## src/rtl/qu_common.sv

```systemverilog
// Shared fetch-stage types: PC type, fetch FSM states and the {pc, instr} queue entry.
package qu_common;

  typedef logic [31:0] pc_t;

  typedef enum logic [0:0] {
    FETCH_RUN   = 1'b0,
    FETCH_FLUSH = 1'b1
  } fetch_state_t;

  typedef struct packed {
    pc_t         pc;
    logic [31:0] instr;
  } fetch_entry_t;

  function automatic pc_t align_pc(input pc_t pc);
    return pc & ~32'h0000_0003;
  endfunction

endpackage

```

## src/rtl/fetch_checker.sv

```systemverilog
// Protocol and bookkeeping invariants of the fetch stage.
module fetch_checker
  import qu_common::*;
#(
  parameter int CW = 3
) (
  input logic          clk,
  input logic          rst,
  input fetch_state_t  state,
  input logic [CW-1:0] outstanding,
  input logic          imem_resp_valid,
  input logic          q_full,
  input logic          req_fire,
  input logic          resp_push,
  input logic          pcq_empty,
  input logic          pcq_full,
  input logic [CW-1:0] pcq_count,
  input fetch_entry_t  pcq_head
);

  a_no_resp_on_full: assert property (@(posedge clk) disable iff (rst)
    !(imem_resp_valid && q_full));

  a_resp_has_pc: assert property (@(posedge clk) disable iff (rst)
    resp_push |-> !pcq_empty);

  a_pcq_room: assert property (@(posedge clk) disable iff (rst)
    req_fire |-> !pcq_full);

  // Every live in-flight request owns exactly one PC FIFO entry while running.
  a_pcq_tracks: assert property (@(posedge clk) disable iff (rst)
    (state == FETCH_RUN) |-> (pcq_count == outstanding));

  a_pcq_payload: assert property (@(posedge clk) disable iff (rst)
    pcq_head.instr == 32'h0);

endmodule

```

## src/rtl/instr_queue.sv

```systemverilog
// Synchronous FIFO of fetch_entry_t with flush; head is read straight from registered storage.
module instr_queue
  import qu_common::*;
#(
  parameter int DEPTH = 4,
  parameter int CW    = $clog2(DEPTH + 1)
) (
  input  logic          clk,
  input  logic          rst,
  input  logic          flush,
  input  logic          push,
  input  fetch_entry_t  push_data,
  input  logic          pop,
  output fetch_entry_t  head,
  output logic          full,
  output logic          empty,
  output logic [CW-1:0] count
);

  localparam int AW = $clog2(DEPTH);

  fetch_entry_t  mem_r [DEPTH];
  logic [AW-1:0] rd_ptr_r;
  logic [AW-1:0] wr_ptr_r;
  logic [CW-1:0] count_r;
  logic          do_push_s;
  logic          do_pop_s;

  // A push into a full queue is only taken when a pop frees the slot in the same cycle.
  assign do_pop_s  = pop && (count_r != '0);
  assign do_push_s = push && ((count_r != CW'(DEPTH)) || do_pop_s);

  assign head  = mem_r[rd_ptr_r];
  assign full  = (count_r == CW'(DEPTH));
  assign empty = (count_r == '0);
  assign count = count_r;

  // Storage, pointers and occupancy
  always_ff @(posedge clk or posedge rst) begin
    if (rst) begin
      rd_ptr_r <= '0;
      wr_ptr_r <= '0;
      count_r  <= '0;
      for (int i = 0; i < DEPTH; i++) begin
        mem_r[i] <= '0;
      end
    end else if (flush) begin
      rd_ptr_r <= '0;
      wr_ptr_r <= '0;
      count_r  <= '0;
    end else begin
      if (do_push_s) begin
        mem_r[wr_ptr_r] <= push_data;
        wr_ptr_r        <= wr_ptr_r + AW'(1);
      end
      if (do_pop_s) begin
        rd_ptr_r <= rd_ptr_r + AW'(1);
      end
      case ({do_push_s, do_pop_s})
        2'b10:   count_r <= count_r + CW'(1);
        2'b01:   count_r <= count_r - CW'(1);
        default: count_r <= count_r;
      endcase
    end
  end

endmodule

```

## src/rtl/fetch.sv

```systemverilog
// Instruction fetch stage: in-order imem requests, PC-tagged instruction queue, redirect flush.
// Optional QU_FETCH_PERF_EN adds perf_fetched / perf_stall counters.
module fetch
  import qu_common::*;
#(
  parameter int  INSTR_WIDTH = 32,
  parameter int  IQ_DEPTH    = 4,
  parameter pc_t RESET_PC    = 32'h0
) (
  input  logic                   clk,
  input  logic                   rst,
  input  logic                   redirect_valid,
  input  pc_t                    redirect_pc,
  output logic                   imem_req_valid,
  output pc_t                    imem_req_addr,
  input  logic                   imem_req_ready,
  input  logic                   imem_resp_valid,
  input  logic [INSTR_WIDTH-1:0] imem_resp_data,
  output logic                   instr_valid,
  output logic [INSTR_WIDTH-1:0] instr_out,
  output pc_t                    pc_out,
  input  logic                   instr_ready
`ifdef QU_FETCH_PERF_EN
  ,
  output logic [31:0]            perf_fetched,
  output logic [31:0]            perf_stall
`endif
);

  localparam int          CW      = $clog2(IQ_DEPTH + 1);
  localparam logic [CW:0] CREDITS = (CW + 1)'(IQ_DEPTH);

  fetch_state_t  state_r;
  pc_t           pc_r;
  logic [CW-1:0] outstanding_r;
  logic [CW-1:0] drop_cnt_r;

  logic          req_fire_s;
  logic          resp_dec_s;
  logic          resp_push_s;
  logic          q_pop_s;
  logic [CW:0]   credit_used_s;
  logic [CW-1:0] drop_next_s;

  fetch_entry_t  q_push_data_s;
  fetch_entry_t  q_head_s;
  logic          q_full_s;
  logic          q_empty_s;
  logic [CW-1:0] q_count_s;

  fetch_entry_t  pcq_push_data_s;
  fetch_entry_t  pcq_head_s;
  logic          pcq_full_s;
  logic          pcq_empty_s;
  logic [CW-1:0] pcq_count_s;

  // Credits cover both queued words and requests still in flight, so the queue never overflows.
  assign credit_used_s  = {1'b0, outstanding_r} + {1'b0, q_count_s};
  assign imem_req_valid = !rst && (state_r == FETCH_RUN) && (credit_used_s < CREDITS) && !redirect_valid;
  assign imem_req_addr  = pc_r;
  assign req_fire_s     = imem_req_valid && imem_req_ready;

  assign resp_dec_s  = imem_resp_valid && (outstanding_r != '0);
  assign resp_push_s = imem_resp_valid && (state_r == FETCH_RUN) && !redirect_valid;
  assign drop_next_s = outstanding_r - CW'(resp_dec_s);

  assign instr_valid = !q_empty_s;
  assign instr_out   = INSTR_WIDTH'(q_head_s.instr);
  assign pc_out      = q_head_s.pc;
  assign q_pop_s     = instr_valid && instr_ready;

  assign q_push_data_s   = '{pc: pcq_head_s.pc, instr: 32'(imem_resp_data)};
  assign pcq_push_data_s = '{pc: pc_r, instr: 32'h0};

  instr_queue #(.DEPTH(IQ_DEPTH), .CW(CW)) u_out_q (
    .clk       (clk),
    .rst       (rst),
    .flush     (redirect_valid),
    .push      (resp_push_s),
    .push_data (q_push_data_s),
    .pop       (q_pop_s),
    .head      (q_head_s),
    .full      (q_full_s),
    .empty     (q_empty_s),
    .count     (q_count_s)
  );

  instr_queue #(.DEPTH(IQ_DEPTH), .CW(CW)) u_pc_q (
    .clk       (clk),
    .rst       (rst),
    .flush     (redirect_valid),
    .push      (req_fire_s),
    .push_data (pcq_push_data_s),
    .pop       (resp_push_s),
    .head      (pcq_head_s),
    .full      (pcq_full_s),
    .empty     (pcq_empty_s),
    .count     (pcq_count_s)
  );

  // Fetch PC, in-flight count and redirect/drop state machine
  always_ff @(posedge clk or posedge rst) begin
    if (rst) begin
      state_r       <= FETCH_RUN;
      pc_r          <= RESET_PC;
      outstanding_r <= '0;
      drop_cnt_r    <= '0;
    end else begin
      outstanding_r <= outstanding_r + CW'(req_fire_s) - CW'(resp_dec_s);
      if (redirect_valid) begin
        pc_r       <= align_pc(redirect_pc);
        drop_cnt_r <= drop_next_s;
        state_r    <= (drop_next_s != '0) ? FETCH_FLUSH : FETCH_RUN;
      end else begin
        if (req_fire_s) begin
          pc_r <= pc_r + 32'd4;
        end
        case (state_r)
          FETCH_RUN: begin
            drop_cnt_r <= '0;
          end
          FETCH_FLUSH: begin
            if (resp_dec_s) begin
              drop_cnt_r <= drop_cnt_r - CW'(1);
              if (drop_cnt_r == CW'(1)) begin
                state_r <= FETCH_RUN;
              end
            end
          end
          default: begin
            state_r    <= FETCH_RUN;
            drop_cnt_r <= '0;
          end
        endcase
      end
    end
  end

`ifdef QU_FETCH_PERF_EN
  // Delivered-instruction and decode-starved cycle counters
  always_ff @(posedge clk or posedge rst) begin
    if (rst) begin
      perf_fetched <= 32'h0;
      perf_stall   <= 32'h0;
    end else begin
      perf_fetched <= perf_fetched + 32'(q_pop_s);
      perf_stall   <= perf_stall + 32'(instr_ready && !instr_valid);
    end
  end
`endif

  fetch_checker #(.CW(CW)) u_checker (
    .clk             (clk),
    .rst             (rst),
    .state           (state_r),
    .outstanding     (outstanding_r),
    .imem_resp_valid (imem_resp_valid),
    .q_full          (q_full_s),
    .req_fire        (req_fire_s),
    .resp_push       (resp_push_s),
    .pcq_empty       (pcq_empty_s),
    .pcq_full        (pcq_full_s),
    .pcq_count       (pcq_count_s),
    .pcq_head        (pcq_head_s)
  );

endmodule

```

## config.mk

```make
export PLATFORM = sky130hd
export DESIGN_NAME = fetch
export DESIGN_NICKNAME = d
export VERILOG_FILES = /design/src/rtl/qu_common.sv /design/src/rtl/fetch_checker.sv /design/src/rtl/instr_queue.sv /design/src/rtl/fetch.sv
export SDC_FILE = /design/constraint.sdc
export NUM_CORES = 1
export LEC_CHECK = 0
export BUFFER_PORTS_ARGS = -buffer_cell sky130_fd_sc_hd__buf_2
export CAP_MARGIN = 20
export CORE_AREA = 8 8 189 191
export DETAILED_ROUTE_END_ITERATION = 6
export DIE_AREA = 0 0 197 199
export GPL_ROUTABILITY_DRIVEN = 0
export PLACE_DENSITY = 0.78
export SETUP_SLACK_MARGIN = 0.2
export SLEW_MARGIN = 20
export SYNTH_ARGS = -nofsm -noshare
export SYNTH_HDL_FRONTEND = slang
export SYNTH_SLANG_ARGS = --single-unit
```

## constraint.sdc

```tcl
create_clock -name clk -period 22.3 [get_ports clk]
set_input_delay 5.575 -clock clk [delete_from_list [all_inputs] [get_ports clk]]
set_output_delay 5.575 -clock clk [all_outputs]
set_load 0.01 [all_outputs]
```

### Word level (Yosys, flattened, before mapping)

Index checks and enable logic that the tools add are counted.
W data, S select, Z words.

* add/subtract/negate cells: 14
* multipliers: 0
* div/mod/pow operators: 0
* order comparisons: 7
* equal/unequal tests: 8
* shift operators: 0
* muxes and demuxes: 34
* bitwise operators: 6
* reduce and logical (&&, ||, !) cells: 33

Operators with widths (count)
* $bwmux W256: 2
* $mux W64: 6
* $bmux W64 S2: 2
* $demux W64 S2: 2
* $mux W32: 2
* $add A32 B3 Y32 const B: 1
* $pmux W3 S2: 3
* $reduce_bool A3 Y1: 6
* $mux W2: 8
* $logic_and A1 B1 Y1: 14
* $ge A3 B3 Y1 const B: 4
* $mux W3: 4
* $not A2 Y3: 4
* $reduce_bool A2 Y1: 5
* $sub A3 B1 Y3 const B: 3
* $add A2 B1 Y2 const B: 4
* $add A3 B1 Y3 const B: 2
* $lt A3 B1 Y1 const B: 2
* $ne A3 B3 Y1 const B: 2
* $sub A3 B1 Y3: 2
* $mux W1: 5
* $add A3 B3 Y4: 1
* $eq A2 B1 Y1 const B: 2
* $eq A2 B2 Y1 const B: 2
* 9 further kinds: 14

* bits in registers: 565
* bits in latches: 0
* memory bits (writable): 0
* ROM bits: 0
* logic and storage cells: 128
* memories: 0

### Logic depth before layout (Yosys ltp)

Gate-level depths: netlist (run 1).

* depth in word-level cells: 9
* depth in mapped cells: 12
* depth with buffers taken out: 11

### Cells and area by module

Synthesis (run 1) repeated with hierarchy kept, for this count alone.

* cells, all modules: 1612
* area total of the unflattened synthesis: 25728.4 um2

Modules (own cells, without submodules)
* instr_queue at u_out_q: times used 1, cells an instance 680, area each 11890.2 um2
* instr_queue at u_pc_q: times used 1, cells an instance 680, area each 11504.8 um2
* fetch: times used 1, cells an instance 252, area each 2333.5 um2

### Worst setup path before layout (run 1)

No wires, ideal clock.

* path type: input port to output port
* start: in rst
* end: out imem_req_valid
* arrival: 6112 ps
* required time: 16725 ps
* slack: 10613 ps
* stages on the path: 2
* path buffers: 0
* path through: nor4_4 -> and3_1

* word-level cells in the longest chain between the ends: 4

Ends and longest elaborated chain
* start: declaration: RTL line fetch.sv:11 `input logic rst,`
* $logic_not A1 Y1 (no line)
* $logic_and A1 B1 Y1 (3 in series): RTL line fetch.sv:59 `assign imem_req_valid = !rst && (state_r == FETCH_RUN) && (credit_used_s < CREDITS) && !redirect_valid;`
* end: declaration: RTL line fetch.sv:14 `output logic imem_req_valid,`

Every way passes these cells.

### Final worst setup path (run 1)

* start: in redirect_valid
* end: out imem_req_valid

* word-level cells in the longest chain between the ends: 2

Ends and longest elaborated chain
* start: declaration: RTL line fetch.sv:12 `input logic redirect_valid,`
* $logic_not A1 Y1: RTL line fetch.sv:59
* $logic_and A1 B1 Y1: RTL line fetch.sv:59

Every way passes these cells.

==> results.yml, run 1 <==
outcome:
  status: "complete, no violations"
clock_tree:
  clockRootBuffer: "clkbuf_16"
  cts_repair_resize_count: 0
  clk_path_buf_depth: 3
  tritoncts: "built"
  holdBufCountCts: 0
  clock_sinks: 419
  htree_num_levels: 2
  clk_latency_ns: 0.53
  cts_buffers: 44
  cts_setup_buffers: 0
  clkSlewWorstSetupHoldPaths_ns: 0.06
min_path:
  min_from: "u_out_q.mem_r[34]$_DFFE_PP0P_"
  hold_path.class: "register to register"
setup_path:
  worst_ep_arrival_time_ns: 6.59
  path_class: "input port to output port"
  reg2reg_slack_ns: 18.89
  crit-reg2reg-launch: "u_out_q.count[2]$_DFFE_PP0P_"
  crit_path_start: "redirect_valid"
  cp-start-kind: "input port"
  path_max_fanout: 50
  required_ns: 16.73
  endpoint_kind: "output port"
yosys:
  synth_top_family_by_area: "multiplexers"
  synthSimpleGateAreaFrac: 0.0413
  synth_warnings: 0
  yosys_most_used_dff: "dfrtp_1"
  muxShareOfSynthArea: 0.335
  syn_inst: 1273
  synth_compound_area_frac: 0.0297
  avgSynthCellArea_sq_um: 15.2
  synthDistinctLibCells: 60
  synth_xor_area_frac: 0.00724
  synth-seq-cells: 419
  async_flop_share: 1.00
  yosysSeqAreaShare: 0.542
  netlist_area_sq_mm: 0.0193
  synthAdderAreaFrac: 0.0141
  synth-edff-count: 0
final_layout:
  syn2layout_area_growth_pct: 12.2
  diodes: 0
  layout_commonest_cell: "dfrtp_1"
  fin_nets: 1491
  regArea_sq_mm: 0.0105
  fin_area_sq_mm: 0.0217
  fin_util: 0.660
  fillers: 2360
  final_cell_mix: "dfrtp_1 (416), mux2_2 (322), buf_2 (161)"
  drive_gt1_frac: 0.504
  multiInputGateArea_sq_mm: 0.00830
detailed_routing:
  vias_per_cell: 6.01
  vias: 11300
  drtPass1Iterations: 5
  wl_per_cell_microns: 21.8
  drcViolationCount: 0
  drt_iter0_drc: 589
  wl_microns: 40900
  drt.antenna.violating_nets: 0
timing:
  min_period_ns: 12.16
  timing.slew.headroom: 0.282
  setup_viol: 0
  finClkSkew_ns: 0.0211
  drv_slew: 0
  period_share: 0.545
  tns_ns: 0
  worst_pin_slew_ns: 1.08
  timing.fmax_ghz: 0.0822
  final_hold_viol_count: 0
  rsz0062_at_grt: "false"
grt:
  overflow: 0
  grt_pass1_vias: 12200
  gr-usage-all-layers: 0.212
  grt_antenna_before_repair: 0
  grt_max_degree: 145
  grt_pass1_wl_microns: 66500
power_and_ir_drop:
  vdd_drop_max_mv: 0.0559
  power_mw: 2.11
  powerDensity_mw_per_mm2: 97.2
  p_leak_nw: 10.6
placement:
  io_buffers: 161
  hpwl_microns: 25100
  place_area_sq_mm: 0.0203
floorplanning:
  die_h_microns: 199
  initial_utilization: 0.589
  core-area_sq_mm: 0.0329
  die_area_sq_mm: 0.0392
  fp.dieW_microns: 197
  rows: 67
  io_pins: 168
run:
  cap_violations: 0
## sequential cells by signal, indices dropped and copies added, names as in the netlist
name              flops
drop_cnt_r            3
imem_req_addr        30
outstanding_r         3
state_r               1
u_out_q.count         3
u_out_q.mem_r       248
u_out_q.rd_ptr_r      2
u_out_q.wr_ptr_r      2
u_pc_q.count          3
u_pc_q.mem_r        120
u_pc_q.rd_ptr_r       2
u_pc_q.wr_ptr_r       2
## cells in the mapped netlist, drive strengths merged (10+ instances only)
cell type	count	share of area
nand2	55	0.013
nand3	29	0.0075
nor2	21	0.0041
clkbuf	35	0.0069
nand4	11	0.0036
dfrtp	419	0.54
o211ai	10	0.0039
mux2	370	0.22
ha	17	0.011
xnor2	12	0.0054
mux4	92	0.11
a21oi	11	0.0028
o311ai	11	0.0050
o21ai	22	0.0057
buf	58	0.019
inv	22	0.0043
## metrics by stage
stage	cells	hold WS, ns	worst slack [ns]
floorplan	1276	0.474	5.06
global placement	1801	0.482	10.17
detailed placement	1801	0.487	10.17
CTS	1872	0.501	10.16
global route	1874	0.507	10.04
finish	1874	0.500	10.14
## worst max-delay path, stage by stage
cell	delay [ns]
buf_2	0.07
buf_4	0.43
nor2_1	0.16
and3_1	0.20
buf_2	0.14
## worst paths after layout
check / end / cells after the start
setup reg to reg: u_pc_q.mem_r[244]$_DFFE_PP0P_ / 7
hold / removal: u_out_q.mem_r[34]$_DFFE_PP0P_ / 1
min in group asynchronous: u_out_q.count[0]$_DFFE_PP0P_ / 2
max in group asynchronous: u_out_q.mem_r[68]$_DFFE_PP0P_ / 6
setup / recovery: imem_req_valid / 5
hold reg to reg: u_out_q.mem_r[34]$_DFFE_PP0P_ / 1
## power breakdown
group / internal [mW] / switching (mW) / total [mW]
clock network: 0.395 / 0.285 / 0.680
registers: 0.891 / 0.0883 / 0.980
logic: 0.251 / 0.200 / 0.450
## final cells by class
| type | instances | area share |
|---|---|---|
| Clock buffer | 58 | 0.0564 |
| Clock inverter | 13 | 0.00461 |
| Inverter | 23 | 0.00432 |
| Multi-Input combinational cell | 741 | 0.382 |
| Sequential cell | 419 | 0.483 |
| Tap cell | 448 | 0.0258 |
| Timing Repair Buffer | 172 | 0.0429 |
## per-layer routing
metal,part of all wire,up-vias,track usage
li1,-,4961,-
met1,0.45,5926,0.296
met2,0.48,322,0.344
met3,0.053,50,0.0372
met4,0.019,0,0.0566
met5,0,-,0
## cells by family (layout without fill, tap and decap cells)
group / count (synthesis) / in the layout
buffers and inverters: 116 / 266
flip-flops: 419 / 419
other: 1 / 4
XOR/XNOR: 16 / 16
multiplexers: 468 / 468
adder cells (fa/ha/maj): 20 / 20
AND/OR/NAND/NOR: 151 / 151
AO/OA/AOI/OAI: 82 / 82
No activity file was read; power rests on OpenSTA's default activity.
==> inputs of run 2 (changes only) <==
--- a/config.mk
+++ b/config.mk
@@ -7,11 +7,11 @@
 export LEC_CHECK = 0
 export BUFFER_PORTS_ARGS = -buffer_cell sky130_fd_sc_hd__buf_2
 export CAP_MARGIN = 20
-export CORE_AREA = 8 8 189 191
+export CORE_AREA = 8 8 199 201
 export DETAILED_ROUTE_END_ITERATION = 6
-export DIE_AREA = 0 0 197 199
+export DIE_AREA = 0 0 207 209
 export GPL_ROUTABILITY_DRIVEN = 0
-export PLACE_DENSITY = 0.78
+export PLACE_DENSITY = 0.74
 export SETUP_SLACK_MARGIN = 0.2
 export SLEW_MARGIN = 20
 export SYNTH_ARGS = -nofsm -noshare
==> constraint.sdc (replaced) <==
create_clock -name clk -period 10.05 [get_ports clk]
set_input_delay 2.5125 -clock clk [delete_from_list [all_inputs] [get_ports clk]]
set_output_delay 2.5125 -clock clk [all_outputs]
set_load 0.01 [all_outputs]
==> results.yml, run 2 (synthesized netlist as in run 1, its figures left out) <==
timing:
  timing.slew.headroom: 0.280
  final_hold_viol_count: 0
  drv_slew: 0
  worst_slack_ns: 4.00
  worst_pin_slew_ns: 1.08
  setup_viol: 0
  finClkSkew_ns: 0.0139
  tns_ns: 0
  min_period_ns: 6.05
  rsz0062_at_grt: "false"
  period_share: 0.602
  timing.fmax_ghz: 0.165
power_and_ir_drop:
  vdd_drop_max_mv: 0.0983
  p_leak_nw: 10.6
  powerDensity_mw_per_mm2: 218
detailed_routing:
  drtPass1Iterations: 4
  drt.antenna.violating_nets: 0
  wl_per_cell_microns: 21.5
  vias_per_cell: 5.90
  wl_microns: 40700
  drcViolationCount: 0
  drt_iter0_drc: 680
  vias: 11200
min_path:
  hold_path.class: "register to register"
final_layout:
  syn2layout_area_growth_pct: 12.5
  largest_reg_flops: 248
  layout_commonest_cell: "dfrtp_1"
  final_cell_mix: "dfrtp_1 (416), mux2_2 (322), buf_2 (161)"
  top_register: "u_out_q.mem_r"
  diodes: 0
  fin_nets: 1489
  drive_gt1_frac: 0.502
clock_tree:
  clock_sinks: 419
  holdBufCountCts: 0
  cts_setup_buffers: 0
  cts_repair_resize_count: 0
  clkSlewWorstSetupHoldPaths_ns: 0.06
  tritoncts: "built"
  clk_latency_ns: 0.54
  htree_num_levels: 2
  clk_path_buf_depth: 3
  clockRootBuffer: "clkbuf_16"
  cts_buffers: 44
floorplanning:
  io_pins: 168
  die_h_microns: 209
  fp.dieW_microns: 207
  core-area_sq_mm: 0.0363
  die_area_sq_mm: 0.0433
  rows: 70
  initial_utilization: 0.534
grt:
  grt_pass1_vias: 12200
  overflow: 0
  grt_max_degree: 181
  grt_pass1_wl_microns: 67000
  grt_antenna_before_repair: 1
  gr-usage-all-layers: 0.189
setup_path:
  required_ns: 7.54
  worst_ep_arrival_time_ns: 3.54
  path_cells: "buf_2 -> buf_4 -> nor2_1 -> and3_1 -> buf_2"
  path_class: "input port to output port"
  critPathBufInv: 3
  cp-start-kind: "input port"
  cpPeakStageDelay_ns: 0.42
  reg2reg_slack_ns: 6.68
  cp_slowest_cell: "buf_4"
  cpLargestDelayFamily: "buffers and inverters"
  path_max_fanout: 50
  crit_top_cell: "buf_2"
  endpoint_kind: "output port"
placement:
  io_buffers: 161
  hpwl_microns: 24900
  pre_cts_slack_ns: 4.02
run:
  cap_violations: 0
outcome:
  status: "complete, no violations"
-- run 2: final timing paths --
check                                               from                            end  depth (start not counted)
max                                       redirect_valid                 imem_req_valid                          5
max reg2reg                 u_out_q.count[2]$_DFFE_PP0P_  u_pc_q.mem_r[115]$_DFFE_PP0P_                          7
min reg2reg                u_out_q.mem_r[89]$_DFFE_PP0P_  u_out_q.mem_r[89]$_DFFE_PP0P_                          1
max in group asynchronous                            rst  u_pc_q.mem_r[167]$_DFFE_PP0P_                          4
min                        u_out_q.mem_r[89]$_DFFE_PP0P_  u_out_q.mem_r[89]$_DFFE_PP0P_                          1
min in group asynchronous                            rst     outstanding_r[1]$_DFF_PP0_                          2
-- run 2: area by class of cell --
| type | count | area [sq um] |
|---|---|---|
| clock buffers | 68 | 1310 |
| flip-flops and latches | 419 | 10500 |
| repair buffers | 170 | 890 |
| multi-input cells | 741 | 8300 |
| clock inverters | 8 | 90.1 |
| well taps | 468 | 586 |
| inverters | 23 | 90.1 |
| fillers | 2770 | 14500 |
-- run 2: stage by stage --
| stage | area [sq um] | cells | hold slack [ns] | utilization | power, mW |
|---|---|---|---|---|---|
| floorplan | 19400 | 1276 | 0.474 | - | 2.86 |
| finish | 21800 | 1897 | 0.498 | 0.600 | 4.75 |
| global route | 21800 | 1897 | 0.507 | 0.600 | 4.99 |
| CTS | 21800 | 1897 | 0.501 | 0.600 | 4.81 |
| global placement | 20400 | 1821 | 0.482 | 0.561 | 3.15 |
| detailed placement | 20400 | 1821 | 0.488 | 0.561 | 3.21 |
-- run 2: per-layer routing --
layer,part of all wire,up-vias,GRT usage
met5,0.00027,-,0
met4,0.015,2,0.0424
met3,0.047,46,0.0379
met2,0.47,281,0.308
met1,0.46,5907,0.261
li1,-,4964,-
-- run 2: where the power goes --
group          switching (mW)  total, mW  internal [mW]
logic                   0.446       1.00          0.554
registers               0.191       2.17           1.98
clock network           0.634       1.58          0.944
total                    1.27       4.75           3.48
==> inputs of run 3 (changes only) <==
==> constraint.sdc (replaced) <==
create_clock -name clk -period 5.5 [get_ports clk]
set_input_delay 1.375 -clock clk [delete_from_list [all_inputs] [get_ports clk]]
set_output_delay 1.375 -clock clk [all_outputs]
set_load 0.01 [all_outputs]
==> results.yml, run 3 (synthesized netlist as in run 1, its figures left out) <==
min_path:
  hold_path.class: "register to register"
clock_tree:
  cts_buffers: 45
  clockRootBuffer: "clkbuf_16"
  tritoncts: "built"
  clk_latency_ns: 0.54
  clk_path_buf_depth: 3
  clock_sinks: 419
  cts_repair_resize_count: 0
  htree_num_levels: 2
  clkSlewWorstSetupHoldPaths_ns: 0.06
  cts_setup_buffers: 0
  holdBufCountCts: 0
timing:
  setup_viol: 0
  min_period_ns: 4.06
  worst_slack_ns: 1.44
  drv_slew: 0
  finClkSkew_ns: 0.0165
  timing.slew.headroom: 0.287
  whs_ns: 0.498
  final_hold_viol_count: 0
  period_share: 0.739
  rsz0062_at_grt: "false"
  timing.fmax_ghz: 0.246
  worst_pin_slew_ns: 1.07
setup_path:
  critPathBufInv: 2
  path_max_fanout: 37
  reg2reg_depth: 7
  endpoint_kind: "output port"
  cpPeakStageDelay_ns: 0.92
  path_depth: 3
  cp_slowest_cell: "dfrtp_4"
  cpLargestDelayFamily: "flip-flops"
  path_class: "register to output port"
  cp-start-kind: "register"
  crit_path_start: "u_out_q.rd_ptr_r[0]$_DFFE_PP0P_"
  worst_ep_arrival_time_ns: 2.69
  path_cells: "buf_4 -> mux4_2 -> buf_2"
  crit-reg2reg-launch: "u_out_q.count[2]$_DFFE_PP0P_"
  required_ns: 4.12
  reg2reg_slack_ns: 2.10
  rr_endpoint: "u_pc_q.mem_r[52]$_DFFE_PP0P_"
  critPathCapture: "instr_out[24]"
grt:
  overflow: 0
  grt_pass1_vias: 12400
  grt_pass1_wl_microns: 67800
  gr-usage-all-layers: 0.191
  grt_max_degree: 142
  grt_antenna_before_repair: 2
power_and_ir_drop:
  p_leak_nw: 10.7
  comb_power_share: 0.206
  vdd_drop_max_mv: 0.232
  internal-power_mw: 6.49
  power_frac_clock: 0.345
  switching_share: 0.266
  p_sw_mw: 2.35
  powerDensity_mw_per_mm2: 403
  power_mw: 8.84
  p_seq_frac: 0.449
final_layout:
  top_register: "u_out_q.mem_r"
  fillers: 2777
  diodes: 0
  fin_nets: 1493
  largest_reg_flops: 248
  multiInputGateArea_sq_mm: 0.00830
  fin_util: 0.604
  final_cell_mix: "dfrtp_1 (416), mux2_2 (322), buf_2 (161)"
  syn2layout_area_growth_pct: 13.3
  layout_commonest_cell: "dfrtp_1"
  regArea_sq_mm: 0.0105
  drive_gt1_frac: 0.506
detailed_routing:
  drt.antenna.violating_nets: 0
  wl_per_cell_microns: 21.5
  drcViolationCount: 0
  vias: 11300
  drt_iter0_drc: 583
  drtPass1Iterations: 4
  vias_per_cell: 5.95
  wl_microns: 40900
floorplanning:
  io_pins: 168
  fp.dieW_microns: 207
  initial_utilization: 0.534
  core-area_sq_mm: 0.0363
  die_h_microns: 209
  die_area_sq_mm: 0.0433
  rows: 70
outcome:
  status: "complete, no violations"
placement:
  hpwl_microns: 25600
  pre_cts_slack_ns: 1.41
  io_buffers: 161
run:
  cap_violations: 0
## run 3: cell type report
class | count | area share
tap | 468 | 0.0267
clock inverter | 9 | 0.00468
clock buffer | 74 | 0.0651
multi-input combinational | 741 | 0.379
timing repair buffer | 173 | 0.0420
inverter | 23 | 0.00411
sequential | 419 | 0.479
## run 3: metal layers
metal	part of all wire	GRT usage
met1	0.46	0.263
met4	0.018	0.0498
met2	0.48	0.308
met5	0.00054	0
met3	0.051	0.0397
## run 3: worst min-delay path by stage
stage / to / from / cells past startpoint
4_1_cts: u_out_q.mem_r[121]$_DFFE_PP0P_ / u_out_q.mem_r[121]$_DFFE_PP0P_ / 1
3_3_place_gp: u_out_q.mem_r[94]$_DFFE_PP0P_ / u_out_q.mem_r[94]$_DFFE_PP0P_ / 1
6_report: u_out_q.mem_r[79]$_DFFE_PP0P_ / u_out_q.mem_r[79]$_DFFE_PP0P_ / 1
5_1_grt: u_out_q.mem_r[64]$_DFFE_PP0P_ / u_out_q.mem_r[64]$_DFFE_PP0P_ / 1
2_1_floorplan: u_out_q.mem_r[125]$_DFFE_PP0P_ / u_out_q.mem_r[125]$_DFFE_PP0P_ / 1
3_5_place_dp: u_out_q.mem_r[121]$_DFFE_PP0P_ / u_out_q.mem_r[121]$_DFFE_PP0P_ / 1
## run 3: per-stage QoR
stage | cell area, sq um | instances | TNS (ns)
5_1_grt | 21900 | 1907 | 0
4_1_cts | 21900 | 1907 | 0
6_report | 21900 | 1907 | 0
3_5_place_dp | 20400 | 1824 | 0
3_3_place_gp | 20400 | 1824 | 0
2_1_floorplan | 19400 | 1276 | -639.61
## run 3: power groups by stage
stage | Combinational (mW) | Clock (mW) | Sequential, mW
after detailed placement | 1.86 | 0 | 4.02
final | 1.82 | 3.05 | 3.97
after CTS | 1.86 | 3.13 | 3.97
after global routing | 2.00 | 3.25 | 4.05
after floorplan | 1.35 | 0 | 3.88
after global placement | 1.79 | 0 | 3.98
